`config.mk`:
```
export PLATFORM = sky130hd
export DESIGN_NAME = debounce_multi
export DESIGN_NICKNAME = d
export VERILOG_FILES = /design/src/rtl/debounce_chan.sv /design/src/rtl/debounce_multi.sv
export SDC_FILE = /design/constraint.sdc
export NUM_CORES = 1
export LEC_CHECK = 0
export ABC_AREA = 1
export CAP_MARGIN = 25
export CORE_MARGIN = 8
export CORE_UTILIZATION = 40
export CTS_CLUSTER_SIZE = 12
export DETAILED_ROUTE_END_ITERATION = 16
export HOLD_SLACK_MARGIN = 0.1
export REMOVE_ABC_BUFFERS = 1
export SKIP_CTS_REPAIR_TIMING = 1
export SYNTH_ARGS = -nofsm -noshare
export SYNTH_HDL_FRONTEND = slang
export SYNTH_SLANG_ARGS = --single-unit
export TNS_END_PERCENT = 20
```
`constraint.sdc`:
```
create_clock -name clk -period 1.1 [get_ports clk]
set_clock_uncertainty 0.15 [all_clocks]
set_input_delay 0.22 -clock clk [delete_from_list [all_inputs] [get_ports clk]]
set_output_delay 0.22 -clock clk [all_outputs]
set_load 0.01 [all_outputs]
```
`src/rtl/debounce_chan.sv`:
```
// Single debounce channel: input synchroniser, consecutive-sample filter,
// optional long-press hold counter and one-clk rise/fall/long pulses.
module debounce_chan #(
    parameter logic ACTIVE       = 1'b1,
    parameter int   NSAMP        = 3,
    parameter int   SYNC_STAGES  = 2,
    parameter int   FAST_RELEASE = 0,
    parameter int   LONG_TICKS   = 0
) (
    input  logic arst_n,
    input  logic clk,
    input  logic tick,
    input  logic inp,
    output logic out,
    output logic rise,
    output logic fall,
    output logic long
);

    localparam int            CW       = $clog2(NSAMP);
    localparam logic [CW-1:0] CNT_LAST = CW'(NSAMP - 1);

    logic [SYNC_STAGES-1:0] sync_reg;
    logic                   sample;
    logic [CW-1:0]          cnt_reg;
    logic [CW-1:0]          cnt_next;
    logic                   out_reg;
    logic                   out_next;
    logic                   rise_reg;
    logic                   fall_reg;

    // Synchroniser runs every clk; it resets to the inactive pin level so a
    // released reset never looks like a press.
    always_ff @(posedge clk or negedge arst_n) begin
        if (!arst_n) begin
            sync_reg <= {SYNC_STAGES{~ACTIVE}};
        end else begin
            sync_reg <= {sync_reg[SYNC_STAGES-2:0], inp};
        end
    end

    // Normalise polarity: 1 means the channel is in its active state.
    assign sample = ~(sync_reg[SYNC_STAGES-1] ^ ACTIVE);

    // Filter decision for the current clk; only a tick advances anything.
    always_comb begin
        out_next = out_reg;
        cnt_next = cnt_reg;
        if (tick) begin
            if ((FAST_RELEASE != 0) && out_reg && !sample) begin
                out_next = 1'b0;
                cnt_next = '0;
            end else if (sample == out_reg) begin
                cnt_next = '0;
            end else if (cnt_reg == CNT_LAST) begin
                out_next = sample;
                cnt_next = '0;
            end else begin
                cnt_next = cnt_reg + CW'(1);
            end
        end
    end

    // Filter state plus edge pulses registered on the same edge out changes.
    always_ff @(posedge clk or negedge arst_n) begin
        if (!arst_n) begin
            cnt_reg  <= '0;
            out_reg  <= 1'b0;
            rise_reg <= 1'b0;
            fall_reg <= 1'b0;
        end else begin
            cnt_reg  <= cnt_next;
            out_reg  <= out_next;
            rise_reg <= out_next & ~out_reg;
            fall_reg <= ~out_next & out_reg;
        end
    end

    assign out  = out_reg;
    assign rise = rise_reg;
    assign fall = fall_reg;

    generate
        if (LONG_TICKS > 0) begin : g_hold
            localparam int            HW       = $clog2(LONG_TICKS + 1);
            localparam logic [HW-1:0] HOLD_MAX = HW'(LONG_TICKS);
            localparam logic [HW-1:0] HOLD_PRE = HW'(LONG_TICKS - 1);

            logic [HW-1:0] hold_reg;
            logic          long_reg;

            // Count ticks spent active; saturate so long fires once per press.
            // A tick that also releases the channel does not count.
            always_ff @(posedge clk or negedge arst_n) begin
                if (!arst_n) begin
                    hold_reg <= '0;
                    long_reg <= 1'b0;
                end else begin
                    long_reg <= 1'b0;
                    if (!out_reg) begin
                        hold_reg <= '0;
                    end else if (tick && out_next && (hold_reg != HOLD_MAX)) begin
                        hold_reg <= hold_reg + HW'(1);
                        long_reg <= (hold_reg == HOLD_PRE);
                    end
                end
            end

            assign long = long_reg;
        end else begin : g_no_hold
            assign long = 1'b0;
        end
    endgenerate

endmodule

```
`src/rtl/debounce_multi.sv`:
```
// Multi-channel debouncer: NCH independent debounce_chan instances sharing
// the clock, reset and periodic sample strobe.
module debounce_multi #(
    parameter int             NCH          = 4,
    parameter logic [NCH-1:0] ACTIVE       = {NCH{1'b1}},
    parameter int             NSAMP        = 3,
    parameter int             SYNC_STAGES  = 2,
    parameter int             FAST_RELEASE = 0,
    parameter int             LONG_TICKS   = 0
) (
    input  logic           arst_n,
    input  logic           clk,
    input  logic           tick,
    input  logic [NCH-1:0] inp,
    output logic [NCH-1:0] out,
    output logic [NCH-1:0] rise,
    output logic [NCH-1:0] fall,
    output logic [NCH-1:0] long
);

    genvar gi;
    generate
        for (gi = 0; gi < NCH; gi++) begin : g_chan
            debounce_chan #(
                .ACTIVE       (ACTIVE[gi]),
                .NSAMP        (NSAMP),
                .SYNC_STAGES  (SYNC_STAGES),
                .FAST_RELEASE (FAST_RELEASE),
                .LONG_TICKS   (LONG_TICKS)
            ) u_chan (
                .arst_n (arst_n),
                .clk    (clk),
                .tick   (tick),
                .inp    (inp[gi]),
                .out    (out[gi]),
                .rise   (rise[gi]),
                .fall   (fall[gi]),
                .long   (long[gi])
            );
        end
    endgenerate

endmodule
```
==> summary.md, run 1 <==
| Metric | Value |
|---|---|
| RSZ-0062 raised after global routing | true |
| Crit Path Category | reg -> out |
| Main area contributors after synthesis | dfrtp_1 60%, nand2_1 12%, buf_4 10% |
| Commonest non-fill, non-tap cell in the layout | nand2_1 |
| Netlist Area Pre-Place | 1170 um^2 |
| Hold Crit Class | in -> reg |
| Sequential Power Share | 51.6% |
| GRT overflow | 0 |
| Later-pin clock latency in the skew report | 330 ps |
| Register area share after synthesis | 60.0% |
| Most frequent cells in the layout | 29 x nand2_1, 28 x dfrtp_1, 12 x nor2_1 |
| Worst Slack Setup Final | -169 ps |
| Switching part of the total | 33.3% |
| Site Rows | 19 |
| Crit Path Max Fanout | 3 |
| Cell variety after synth | 14 |
| H-tree lvl count | 1 |
| Crit-path max cell delay | 440 ps |
| WL final | 1.85 mm |
| Root buffer cell | clkbuf_4 |
| Final core occ | 48.9% |
| Post-DRT Antenna Nets | 0 |
| Outcome | finished with violations |
| IO buf count | 18 |
| CP top delay family | flip-flops |
| CTS Buf Count | 3 |
| Largest family of logic cells by synthesized area | simple AND/OR/NAND/NOR gates |
| # DRC | 0 |
| CTS tree | yes |
| Failing checks | setup timing |
| PD cells | 2030 nW/um^2 |
| Chip width | 70.0 um |
| Post-synthesis adder-cell area fraction | 0% |
| FMAX | 788 MHz |
| Synthesized flop and latch total | 28 |
| Chip Height | 70.0 um |
| Power Total | 0.00274 W |
| Post-synthesis mux area share | 0% |
| TritonRoute pass-1 iters | 2 |
| Compound-Gate Fraction of Synth Area | 1.71% |
| Clock network fraction of design power | 18.3% |
| Diodes inserted | 0 |
| Clk sinks | 28 |
| Startpoint Class | register |
| Final hold vios | 0 |
| XOR/XNOR share of the synthesized area | 0% |
| Vias/cell | 4.54 |
| Largest net degree at the start of global routing | 29 |
| Clock transition at path regs | 150 ps |
| Iteration-0 DRC Markers | 28 |
| Synthesized instance count | 123 |
| DP Wirelength | 1.32 mm |
| Final Cycle Share | 115% |
| LEAKAGE | 0.720 nW |
| Fill cells | 269 |
| MaxCap Viol Count | 0 |
| Area share of the largest cell type after synthesis | 60.0% |
| Initial antenna violation count | 0 |
| Gpl congestion | 0.683 |
| Max clock buf depth | 2 |
| Crit end category | output port |
| Die ar. | 4900 um^2 |
| Share of total power in combinational logic | 30.1% |
| Initial Util | 42.3% |
| Non-filler cells, final | 168 |
| HP Start | inp[1] |
| DP Area | 1300 um^2 |
| Synth area leader | dfrtp_1 |
| Wire per inst | 11.0 um |
| Share of layout cells above drive strength 1 | 26.3% |
| Int Power | 0.00183 W |
| Worst Path Buf+Inv | 1 |
| First-pass GRT wire length | 3.27 mm |
| VDD IR-drop max | 1050 uV |
| Placed insts | 161 |
| Number of global-route vias before repair | 754 |
| Area Overhead vs Synth | 15.5% |
| Crit path DAT | 900 ps |
| Setup_tns | -1480 ps |
| Critical R2R Launch | g_chan[1].u_chan.out$_DFF_PN0_ |
| Req. time, crit path | 730 ps |
| Switching Power | 0.000911 W |
| Final setup fails | 12 |
| CP cell instances | buf_6 |
| Final min period | 1270 ps |
| Net count reported at finish | 145 |
| CP max stage cell | dfrtp_1 |
| Final instance area | 1350 um^2 |
| Total GRT Usage | 8.00% |
| Syn. warnings | 0 |
| Simple-gate share of the synthesized area | 21.7% |
| Crit. Startpoint | g_chan[1].u_chan.out$_DFF_PN0_ |
| Num ports | 23 |
| Final slew viol count | 0 |
| Synth Area per Inst | 9.49 um^2 |
| Core Area | 2760 um^2 |
| Vias | 763 |
==> power by group through the flow <==
stage               Combinational [W]  Clock [W]  Sequential [W]
floorplan                    0.000367          0         0.00144
global placement             0.000720          0         0.00141
detailed placement           0.000746          0         0.00142
CTS                          0.000754   0.000513         0.00140
global route                 0.000942   0.000545         0.00144
finish                       0.000823   0.000502         0.00141
==> final timing paths <==
path / endpoint / slack, ps / cells past startpoint
setup / recovery: out[1] / -170 / 1
hold / removal: g_chan[1].u_chan.sync_reg[0]$_DFF_PN0_ / 160 / 1
setup reg to reg: g_chan[1].u_chan.cnt_reg[1]$_DFFE_PN0P_ / 20 / 5
hold reg to reg: g_chan[0].u_chan.sync_reg[1]$_DFF_PN0_ / 220 / 0
max in group asynchronous: g_chan[2].u_chan.rise$_DFF_PN0_ / 40 / 3
min in group asynchronous: g_chan[3].u_chan.fall$_DFF_PN0_ / 610 / 3
==> through the flow <==
stage,hold WS (ps),setup slack [ps]
floorplan,-226,135
global placement,185,-306
detailed placement,185,-323
CTS,71.3,-583
global route,143,-215
finish,155,-169
==> cells in the mapped netlist <==
cell      instances
o21ai_1           3
buf_4            16
inv_1            11
inv_4             1
nor2_1           12
conb_1            1
dfrtp_1          28
nor3_1            2
o21ai_0           1
buf_6             2
nand3b_1          1
nand2_1          36
nand3_1           7
nor3_2            2
==> layout make-up <==
| type | instances | area (um^2) | share of cell area [%] |
|---|---|---|---|
| clock buffer | 4 | 36.3 | 2.69 |
| timing repair buffer | 25 | 200 | 14.8 |
| inverter | 12 | 47.5 | 3.53 |
| sequential | 28 | 701 | 51.9 |
| tap | 31 | 38.8 | 2.88 |
| multi-input combinational | 68 | 325 | 24.1 |
==> metal layers <==
| metal | share of wire [%] | track usage [%] | vias to the layer above |
|---|---|---|---|
| li1 | - | - | 380 |
| met2 | 50 | 13.7 | 11 |
| met4 | 2.4 | 4.69 | 0 |
| met1 | 43 | 8.05 | 367 |
| met5 | 0 | 0 | - |
| met3 | 4.3 | 3.11 | 5 |
==> logic make-up (layout without fill, tap and decap cells) <==
group           count (synthesis)  count (layout)
other cells                     1               4
simple gates                   60              60
flops                          28              28
compound gates                  4               4
buf+inv                        30              41
No activity file was read; power rests on OpenSTA's default activity.
==> run 2, diff against run 1 <==
--- a/config.mk
+++ b/config.mk
@@ -7,7 +7,7 @@
 export LEC_CHECK = 0
 export ABC_AREA = 1
 export CAP_MARGIN = 25
-export CORE_MARGIN = 8
+export CORE_MARGIN = 2
 export CORE_UTILIZATION = 40
 export CTS_CLUSTER_SIZE = 12
 export DETAILED_ROUTE_END_ITERATION = 16
==> run 2 against run 1 <==
The flow still finishes with violations (setup timing). Clock-buffer cell count shrank 1. Sequential share of layout area rose by 0.44 points. Worst setup slack about the same. Wire length fell by 8.1%. Clock power up 30%. Final area decreased by 0.83%. Worst hold slack improved by 2.8 ps. Largest power group unchanged. Combinational power is 9.5% lower. Cell count shrank 0.60%. Sequential power about the same. Core utilization decreased by 0.41 points. Critical path depth is the same.
==> summary.md, run 2 (synthesized netlist as in run 1, its figures left out) <==
| Metric | Value |
|---|---|
| Gpl congestion | 0.723 |
| Pre-CTS setup slack | -342 ps |
| Core Area | 2760 um^2 |
| Startpoint Class | register |
| Crit-path max cell delay | 430 ps |
| Final Cycle Share | 115% |
| Final setup fails | 20 |
| R2R cell count | 6 |
| Worst Slack Setup Final | -168 ps |
| Chip Height | 58.0 um |
| IO buf count | 18 |
| First-pass GRT wire length | 3.04 mm |
| Number of global-route vias before repair | 759 |
| CTS Buf Count | 3 |
| CP max stage cell | dfrtp_1 |
| Vias/cell | 4.57 |
| Hold Crit Class | in -> reg |
| FMAX | 788 MHz |
| Iteration-0 DRC Markers | 6 |
| H-tree lvl count | 1 |
| Crit path DAT | 900 ps |
| # DRC | 0 |
| Root buffer cell | clkbuf_4 |
| RSZ-0062 raised after global routing | true |
| Max clock buf depth | 2 |
| Later-pin clock latency in the skew report | 330 ps |
| Final slew viol count | 0 |
| Crit Path Max Fanout | 4 |
| GRT overflow | 0 |
| Outcome | finished with violations |
| Largest net degree at the start of global routing | 29 |
| Net count reported at finish | 144 |
| CP cell instances | clkbuf_2 |
| Final min period | 1270 ps |
| Diodes inserted | 0 |
| Vias | 763 |
| Num ports | 23 |
| Share of layout cells above drive strength 1 | 22.8% |
| Non-filler cells, final | 167 |
| Initial antenna violation count | 0 |
| Fill cells | 264 |
| Area Overhead vs Synth | 14.6% |
| DP Wirelength | 1.22 mm |
| Wire per inst | 10.1 um |
| CTS tree | yes |
| Commonest non-fill, non-tap cell in the layout | nand2_1 |
| Die ar. | 3370 um^2 |
| Post-DRT Antenna Nets | 0 |
| Reg2reg end | g_chan[1].u_chan.cnt_reg[1]$_DFFE_PN0P_ |
| Worst path depth | 1 |
| CP endpoint | out[0] |
| VDD IR-drop max | 1140 uV |
| Req. time, crit path | 730 ps |
| Critical R2R Launch | g_chan[1].u_chan.out$_DFF_PN0_ |
| Final hold vios | 0 |
| Clk sinks | 28 |
| Total GRT Usage | 11.8% |
| Chip width | 58.0 um |
| CP top delay family | flip-flops |
| PD cells | 2100 nW/um^2 |
| Most frequent cells in the layout | 31 x nand2_1, 28 x dfrtp_1, 12 x nor2_1, 12 x clkbuf_2, 11 x inv_1 |
| Crit end category | output port |
| Failing checks | setup timing |
| Setup_tns | -1310 ps |
| LEAKAGE | 0.717 nW |
| Final core occ | 48.5% |
| Reg2Reg Setup Slack | 30 ps |
| Initial Util | 42.3% |
| Hold Worst Slack | 158 ps |
| Worst Path Buf+Inv | 1 |
| MaxCap Viol Count | 0 |
| Placed insts | 161 |
| Site Rows | 19 |
| Clock transition at path regs | 150 ps |
| Crit. Startpoint | g_chan[0].u_chan.out$_DFF_PN0_ |
| TritonRoute pass-1 iters | 4 |
| Crit Path Category | reg -> out |
| WL final | 1.70 mm |
## run 2: cell types whose count changed in the layout (fill, tap and decap cells not counted), sizes merged
cell,previous run,this run
buf,9,5
bufinv,0,1
clkbuf,13,15
## run 2: layer usage
metal | vias up | routed length (um) | track usage [%]
li1 | 383 | - | -
met2 | 12 | 920 | 20.8
met1 | 366 | 707 | 13.7
met4 | 0 | 14 | 5.98
met3 | 2 | 52 | 2.01
met5 | - | 0 | 0
## run 2: worst min path at each step
stage	start	cells past startpoint	slack, ps	end
after floorplan	arst_n	0	-230	g_chan[0].u_chan.cnt_reg[0]$_DFFE_PN0P_
after global placement	g_chan[3].u_chan.sync_reg[0]$_DFF_PN0_	0	190	g_chan[3].u_chan.sync_reg[1]$_DFF_PN0_
after detailed placement	g_chan[0].u_chan.sync_reg[0]$_DFF_PN0_	0	190	g_chan[0].u_chan.sync_reg[1]$_DFF_PN0_
after CTS	arst_n	2	70	g_chan[0].u_chan.fall$_DFF_PN0_
after global routing	inp[0]	1	130	g_chan[0].u_chan.sync_reg[0]$_DFF_PN0_
final	inp[0]	1	160	g_chan[0].u_chan.sync_reg[0]$_DFF_PN0_
## run 2: cell type report
cell class / instances / area, um^2 / area share [%]
Sequential cell: 28 / 701 / 52.4
Clock inverter: 1 / 30.0 / 2.25
Inverter: 12 / 47.5 / 3.55
Timing Repair Buffer: 24 / 188 / 14.0
Tap cell: 31 / 38.8 / 2.90
Multi-Input combinational cell: 68 / 310 / 23.2
Clock buffer: 3 / 22.5 / 1.68
## run 2: per-stage QoR
| stage | instance area, um^2 | power (W) |
|---|---|---|
| 2_1_floorplan | 1040 | 0.00181 |
| 3_3_place_gp | 1300 | 0.00212 |
| 3_5_place_dp | 1300 | 0.00217 |
| 4_1_cts | 1350 | 0.00283 |
| 5_1_grt | 1340 | 0.00301 |
| 6_report | 1340 | 0.00280 |
## run 2: report_power, final
part,leakage [nW],internal (W),total [W],switching [W]
logic,0.328,0.000338,0.000745,0.000407
registers,0.361,0.00123,0.00140,0.000172
clock network,0.0279,0.000368,0.000654,0.000285
total,0.717,0.00194,0.00280,0.000864
==> run 3, diff against run 2 <==
--- a/config.mk
+++ b/config.mk
@@ -12,6 +12,7 @@
 export CTS_CLUSTER_SIZE = 12
 export DETAILED_ROUTE_END_ITERATION = 16
 export HOLD_SLACK_MARGIN = 0.1
+export RECOVER_POWER = 50
 export REMOVE_ABC_BUFFERS = 1
 export SKIP_CTS_REPAIR_TIMING = 1
 export SYNTH_ARGS = -nofsm -noshare
==> run 3 against run 2 <==
The run still ends with setup timing left. Die area stayed put. Critical path depth stayed put. Final area is 1.1% lower. Sequential power hardly changed. First-iteration DRC count is 17% lower. Critical endpoint unchanged. Highest routed layer unchanged.
==> summary.md, run 3 (synthesized netlist as in run 1, its figures left out) <==
| Metric | Value |
|---|---|
| Most frequent cells in the layout | 31 x nand2_1, 28 x dfrtp_1, 12 x nor2_1, 12 x clkbuf_2, 11 x inv_1 |
| Largest net degree at the start of global routing | 29 |
| Switching part of the total | 30.6% |
| # DRC | 0 |
| CTS tree | yes |
| Worst Path Buf+Inv | 1 |
| Req. time, crit path | 730 ps |
| Core Area | 2760 um^2 |
| Root buffer cell | clkbuf_4 |
| Max clock buf depth | 2 |
| Initial Util | 42.3% |
| TritonRoute pass-1 iters | 4 |
| Wire per inst | 10.2 um |
| Net count reported at finish | 144 |
| Chip Height | 58.0 um |
| Commonest non-fill, non-tap cell in the layout | nand2_1 |
| Final core occ | 48.0% |
| Vias/cell | 4.53 |
| Switching Power | 0.000852 W |
| Critical R2R Launch | g_chan[3].u_chan.cnt_reg[0]$_DFFE_PN0P_ |
| Crit-path max cell delay | 430 ps |
| Site Rows | 19 |
| HP Start | g_chan[2].u_chan.sync_reg[0]$_DFF_PN0_ |
| Post-DRT Antenna Nets | 0 |
| Crit end category | output port |
| LEAKAGE | 0.715 nW |
| Crit Path Max Fanout | 4 |
| GRT overflow | 0 |
| CTS Buf Count | 3 |
| Clk sinks | 28 |
| Die ar. | 3370 um^2 |
| Share of layout cells above drive strength 1 | 21.3% |
| H-tree lvl count | 1 |
| Total GRT Usage | 11.8% |
| PD cells | 2100 nW/um^2 |
| CP top delay family | flip-flops |
| Crit Path Category | reg -> out |
| Final Cycle Share | 115% |
| Final min period | 1270 ps |
| Clock transition at path regs | 150 ps |
| Chip width | 58.0 um |
| Share of total power in combinational logic | 26.2% |
| Clock network fraction of design power | 23.5% |
| Diodes inserted | 0 |
| Gpl congestion | 0.723 |
| VDD IR-drop max | 1140 uV |
| Worst Slack Setup Final | -167 ps |
| Sequential Power Share | 50.3% |
| WL final | 1.70 mm |
| Hold Worst Slack | 221 ps |
| RSZ-0062 raised after global routing | true |
| Final hold vios | 0 |
| Outcome | finished with violations |
| CP max stage cell | dfrtp_1 |
| Crit. Startpoint | g_chan[0].u_chan.out$_DFF_PN0_ |
| First-pass GRT wire length | 3.04 mm |
| Pre-CTS setup slack | -342 ps |
| Final setup fails | 31 |
| Number of global-route vias before repair | 759 |
| Power Total | 0.00278 W |
| Failing checks | setup timing |
| Later-pin clock latency in the skew report | 320 ps |
| Num ports | 23 |
| Initial antenna violation count | 0 |
| Hold Crit Class | reg -> reg |
| DP Wirelength | 1.22 mm |
| CP cell instances | clkbuf_2 |
| MaxCap Viol Count | 0 |
| Crit path DAT | 900 ps |
| IO buf count | 18 |
| Final slew viol count | 0 |
| FMAX | 789 MHz |
| Iteration-0 DRC Markers | 5 |
| Vias | 757 |
| Startpoint Class | register |
| Int Power | 0.00193 W |
| Area Overhead vs Synth | 13.3% |
-- run 3: final cells by class --
type | count | area, um^2
Sequential cell | 28 | 701
Multi-Input combinational cell | 68 | 300
Timing Repair Buffer | 24 | 183
Clock inverter | 1 | 30.0
Tap cell | 31 | 38.8
Clock buffer | 3 | 22.5
Inverter | 12 | 47.5
Fill cell | 267 | 1440
-- run 3: worst reg2reg max path, delay by kind of cell (launching register included) --
family / cells / cell delay, ps
flops: 1 / 430
simple gates: 2 / 250
buf+inv: 1 / 80
compound gates: 1 / 60
-- run 3: worst paths after layout --
kind	end	slack, ps	depth (start not counted)
max	out[0]	-170	1
min	g_chan[2].u_chan.sync_reg[1]$_DFF_PN0_	220	0
max reg2reg	g_chan[3].u_chan.out$_DFF_PN0_	30	4
min reg2reg	g_chan[2].u_chan.sync_reg[1]$_DFF_PN0_	220	0
max in group asynchronous	g_chan[2].u_chan.out$_DFF_PN0_	-30	3
min in group asynchronous	g_chan[0].u_chan.out$_DFF_PN0_	630	3
-- run 3: routing by layer --
metal | GRT usage [%] | up-vias | routed length [um]
li1 | - | 383 | -
met1 | 13.7 | 362 | 713
met2 | 20.8 | 10 | 921
met3 | 2.01 | 2 | 51
met4 | 5.98 | 0 | 14
met5 | 0 | - | 0
-- run 3: power by group through the flow --
stage	combinational (W)	clock, W	sequential, W
6_report	0.000728	0.000652	0.00140
5_1_grt	0.000834	0.000724	0.00143
4_1_cts	0.000754	0.000675	0.00140
3_5_place_dp	0.000752	0	0.00142
3_3_place_gp	0.000714	0	0.00141
2_1_floorplan	0.000367	0	0.00144
-- run 3: per-stage QoR --
step           area (um^2)  cells  setup TNS [ps]
2_1_floorplan         1040    108               0
3_3_place_gp          1300    161           -6200
3_5_place_dp          1300    161           -6760
4_1_cts               1350    165           -6050
5_1_grt               1320    167           -2730
6_report              1320    167           -1600
